$ cat src/rtl/sync_pulse_rx.sv
// Receiver side of a 4-phase req/ack handshake: one pulse per request, clk_b domain only.
// Optional saturating pulse counter enabled by defining SYNC_PULSE_RX_CNT_EN.
module sync_pulse_rx #(
    parameter int DLY         = 1,
    parameter int SYNC_STAGES = 2,
    parameter int CNT_W       = 8
) (
    input  logic             clk_b,
    input  logic             rst_n,
    input  logic             req_a,
    input  logic             rdy_b,
    output logic             pls_b,
    output logic             ack_b,
    output logic             busy_b,
    output logic             err_b,
    output logic [CNT_W-1:0] cnt_b
);

    typedef enum logic [1:0] {IDLE, WAIT_RDY, ACK} state_e;

    // Registers update with zero delay here; DLY is kept so existing instantiations still bind.
    logic unused_dly;
    assign unused_dly = (DLY != 0);

    logic [SYNC_STAGES-1:0] sync_q;
    logic                   req_s;
    state_e                 state_q, state_d;
    logic                   pls_q, pls_d;
    logic                   ack_q, ack_d;
    logic                   err_q, err_d;

    always_ff @(posedge clk_b or negedge rst_n) begin
        if (!rst_n) sync_q <= '0;
        else        sync_q <= {sync_q[SYNC_STAGES-2:0], req_a};
    end

    assign req_s = sync_q[SYNC_STAGES-1];

    always_ff @(posedge clk_b or negedge rst_n) begin
        if (!rst_n) begin
            state_q <= IDLE;
            pls_q   <= 1'b0;
            ack_q   <= 1'b0;
            err_q   <= 1'b0;
        end else begin
            state_q <= state_d;
            pls_q   <= pls_d;
            ack_q   <= ack_d;
            err_q   <= err_d;
        end
    end

    always_comb begin
        state_d = state_q;
        pls_d   = 1'b0;
        ack_d   = 1'b0;
        err_d   = 1'b0;
        case (state_q)
            IDLE: begin
                if (req_s) begin
                    if (rdy_b) begin
                        pls_d   = 1'b1;
                        ack_d   = 1'b1;
                        state_d = ACK;
                    end else begin
                        state_d = WAIT_RDY;
                    end
                end
            end
            WAIT_RDY: begin
                // Withdrawal wins over a simultaneous rdy_b.
                if (!req_s) begin
                    err_d   = 1'b1;
                    state_d = IDLE;
                end else if (rdy_b) begin
                    pls_d   = 1'b1;
                    ack_d   = 1'b1;
                    state_d = ACK;
                end
            end
            ACK: begin
                if (req_s) ack_d   = 1'b1;
                else       state_d = IDLE;
            end
            default: state_d = IDLE;
        endcase
    end

    assign pls_b  = pls_q;
    assign ack_b  = ack_q;
    assign err_b  = err_q;
    assign busy_b = (state_q != IDLE);

`ifdef SYNC_PULSE_RX_CNT_EN
    logic [CNT_W-1:0] cnt_q, cnt_d;

    always_comb begin
        cnt_d = cnt_q;
        if (pls_d && (cnt_q != {CNT_W{1'b1}})) cnt_d = cnt_q + 1'b1;
    end

    always_ff @(posedge clk_b or negedge rst_n) begin
        if (!rst_n) cnt_q <= '0;
        else        cnt_q <= cnt_d;
    end

    assign cnt_b = cnt_q;
`else
    assign cnt_b = '0;
`endif

endmodule

$ cat config.mk
export PLATFORM = sky130hd
export DESIGN_NAME = sync_pulse_rx
export DESIGN_NICKNAME = d
export VERILOG_FILES = /design/src/rtl/sync_pulse_rx.sv
export SDC_FILE = /design/constraint.sdc
export NUM_CORES = 1
export LEC_CHECK = 0
export CAP_MARGIN = 25
export CORE_AREA = 4 4 41 43
export DETAILED_ROUTE_END_ITERATION = 8
export DIE_AREA = 0 0 45 47
export DONT_BUFFER_PORTS = 1
export GPL_ROUTABILITY_DRIVEN = 0
export SYNTH_ARGS = -nofsm -noshare
export SYNTH_HDL_FRONTEND = slang
export SYNTH_SLANG_ARGS = --single-unit
$ cat constraint.sdc
create_clock -name clk_b -period 1.9 [get_ports clk_b]
set_input_delay 0.285 -clock clk_b [delete_from_list [all_inputs] [get_ports clk_b]]
set_output_delay 0.285 -clock clk_b [all_outputs]
set_load 0.02 [all_outputs]
After elaboration in Yosys (flattened, before gate mapping) --
Index checks and enable logic that the tools add are counted.
Cells by class: equal/unequal tests 5, multiplexer cells 13, reduce and logical (&&, ||, !) cells 4
Operator list (number):
- $mux W2 | 5
- $mux W1 | 6
- $pmux W2 S3 | 1
- $ne A2 B2 Y1 const B | 2
- $ne A3 B3 Y1 const B | 1
- $reduce_and A3 Y1 | 1
- $eq A2 B1 Y1 const B | 1
- $eq A2 B2 Y1 const B | 1
- $logic_not A2 Y1 | 1
- $pmux W1 S2 | 1
- $reduce_bool A2 Y1 | 1
- $reduce_or A2 Y1 | 1
Word-level totals: flip-flop bits (word level) 7, logic and storage cells 27

Longest topological paths before layout --
depth after elaboration 3, gate-level depth with buffers 2, depth with buffers taken out 2

Least setup slack after synthesis --
Ideal clock, no wire load.
kind reg2out, start point reg state_q[1], end point out busy_b, arrival 0.701 ns, data required time 1.615 ns, setup slack 0.914 ns, cell stages (with the launch flop) 2, path buffers 0, path through dfrtp_1 -> or2_1
Between the ends: cells in the longest elaborated chain, start to end 1
RTL lines:
- start, declared | line 27 | state_e state_q, state_d;
- start signal, assigned | line 46 | state_q <= state_d;
- $reduce_bool A2 Y1 | line 92 | assign busy_b = (state_q != IDLE);
- end, declared | line 14 | output logic busy_b,
Every way passes these cells.

Worst setup path after layout --
Ends and elaborated chain as after synthesis.

==> flow_summary.yaml <==
cells_and_area:
  fillCellCount: 140
  antennaDiodeCount: 0
  drive_above_1_share_pct: 25.0
  layout_commonest_cell: "conb_1"
  area_growth_pct: 6.80
  fin_nets: 33
  layout_common_cells: "8 x conb_1, 7 x dfrtp_1, 3 x clkbuf_4, 2 x a21boi_2, 2 x nor3b_1"
global_route:
  grt-ovfl-total: 0
  track_usage_pct: 6.30
  grt_max_degree: 8
  grt_pass1_wl_um: 821
  grt_antenna_before_repair: 0
  grt_pass1_vias: 186
floorplan:
  pin_count: 16
  initial_core_util_pct: 24.0
  die-width_um: 45
  coreArea_um2: 1300
  die_area_um2: 2120
  rows: 13
  die_h_um: 47
run_status:
  status: "finished clean"
worst_setup_path:
  path_delay_family: "flip-flops"
  cp-end-kind: "output pin"
  cp_slowest_cell: "dfrtp_1"
  crit_type: "flip-flop to output pin"
  critPathLaunchType: "flip-flop"
  crit_path_max_fanout: 6
  reg2reg_to: "state_q[1]"
  reg2reg_slack_ns: 1.08
  r2r-start: "state_q[1]"
  rr_worst_depth: 2
  cpPeakStageDelay_ns: 0.42
  critPathArrivalTime_ns: 1.01
  path_cells: "or2_1"
  path_buf_inv: 0
  required_ns: 1.62
yosys:
  ys_ff_latch: 7
  synth_top_area_share_pct: 56.0
  synth_area_leaders: "dfrtp_1 56%, buf_4 19%, a21boi_2 7.2%"
  netlist_area_um2: 313
  ys_types: 9
  synth_largest_area_cell: "dfrtp_1"
  ys_warn_count: 0
  syn_area_per_cell_um2: 13.0
  netlist_instances: 24
  ys_seq_area_share_pct: 56.0
cts:
  cts_buffers: 3
  cts.clk_slew.worst_paths_ns: 0.05
  cts_htree_levels: 1
  cts_tree: "yes"
  cts.path.max_buffers: 2
  cts_root_buffer: "clkbuf_4"
  worstSkewPairLatency_ns: 0.25
  cts.sinks: 7
  postCtsResizedCells: 0
detailed_routing:
  viasPerCell: 3.65
  drc: 0
  ant_nets: 0
  num_vias: 157
  wire_per_inst_um: 12.0
  drt_iter0_markers: 0
  firstDrtPassIters: 1
  drt_wl_total_um: 514
sta:
  max_clock_freq_mhz: 771
  setup_ws_ns: 0.604
  finalCritPeriodShare_pct: 68.2
  finClkSkew_ns: 0.00478
  tns_ns: 0
  finalSetupViolCount: 0
  rsz0062_at_grt: "false"
  final_max_slew_viol_count: 0
  hold_violations: 0
  min_period_ns: 1.30
min_path:
  min_path_type: "primary input to flip-flop"
  whs_path_depth: 0
  hold_start: "req_a"
  hold_path_end: "sync_q[0]"
pwr:
  power_density_nw_per_um2: 1020
  peakVddDrop_mv: 0.389
  p_leak_nw: 0.161
place:
  dp_hpwl_um: 419
  dp_slack_ns: 0.870
  io_buffers: 0
flow_run:
  cap_violations: 0
==> logic make-up after synthesis <==
logic type             Yosys count  synth area share, %
buffers and inverters            8                 19.2
DFF                              7                 56.0
and+or+nand+nor                  6                 16.4
AOI/OAI and AO/OA                2                 7.20
other                            1                 1.20
==> cells in the mapped netlist <==
library cell and instances:
and3b_2 1, buf_4 8, nand2b_4 1, nor3b_1 2, a21boi_2 2, or2_1 1
conb_1 1, dfrtp_1 7, nand2b_1 1
==> registers in the layout (all words and copies together) (netlist names) <==
register and cells:
ack_b 1, sync_q 2, pls_b 1, state_q 2, err_b 1
==> metrics by stage <==
stage | hold slack (ns) | util [%] | cell area [µm²] | power, mW | instances
floorplan | -0.0106 | - | 339 | 0.213 | 31
global placement | -0.0104 | 22.9 | 298 | 0.203 | 38
detailed placement | -0.0104 | 22.9 | 298 | 0.206 | 38
CTS | 0.0553 | 25.7 | 334 | 0.347 | 43
global route | 0.0418 | 25.7 | 334 | 0.363 | 43
finish | 0.0626 | 25.7 | 334 | 0.342 | 43
==> metal layers <==
layer	global-route usage (%)	vias up	part of all wire (%)
met5	0	-	0
met3	7.28	0	17
met1	5.15	75	34
li1	-	67	-
met2	9.04	15	49
met4	3.51	0	0
==> cell type report <==
type,count,area (µm²),area share [%]
Tap cell,15,18.8,5.62
Multi-Input combinational cell,16,104,31.1
Timing Repair Buffer,1,10.0,3.00
Sequential cell,7,175,52.4
Clock buffer,4,26.3,7.87
==> how the worst max path moves through the flow <==
stage          startpoint     end  depth (start not counted)
2_1_floorplan  state_q[1]  busy_b                          1
3_3_place_gp   state_q[1]  busy_b                          1
3_5_place_dp   state_q[1]  busy_b                          1
4_1_cts        state_q[1]  busy_b                          1
5_1_grt        state_q[1]  busy_b                          1
6_report       state_q[1]  busy_b                          1
==> where the power goes <==
group | internal, mW | leakage, nW | switching, mW
Combinational | 0.0113 | 0.0571 | 0.0264
Sequential | 0.158 | 0.0891 | 0.0113
Clock | 0.0801 | 0.0150 | 0.0544
Total | 0.250 | 0.161 | 0.0921
==> what timing repair did <==
action	in CTS	in global routing
buffers inserted	0	0
endpoints found under the hold margin	7	0
hold buffers	1	0
No activity file was read; power rests on OpenSTA's default activity.
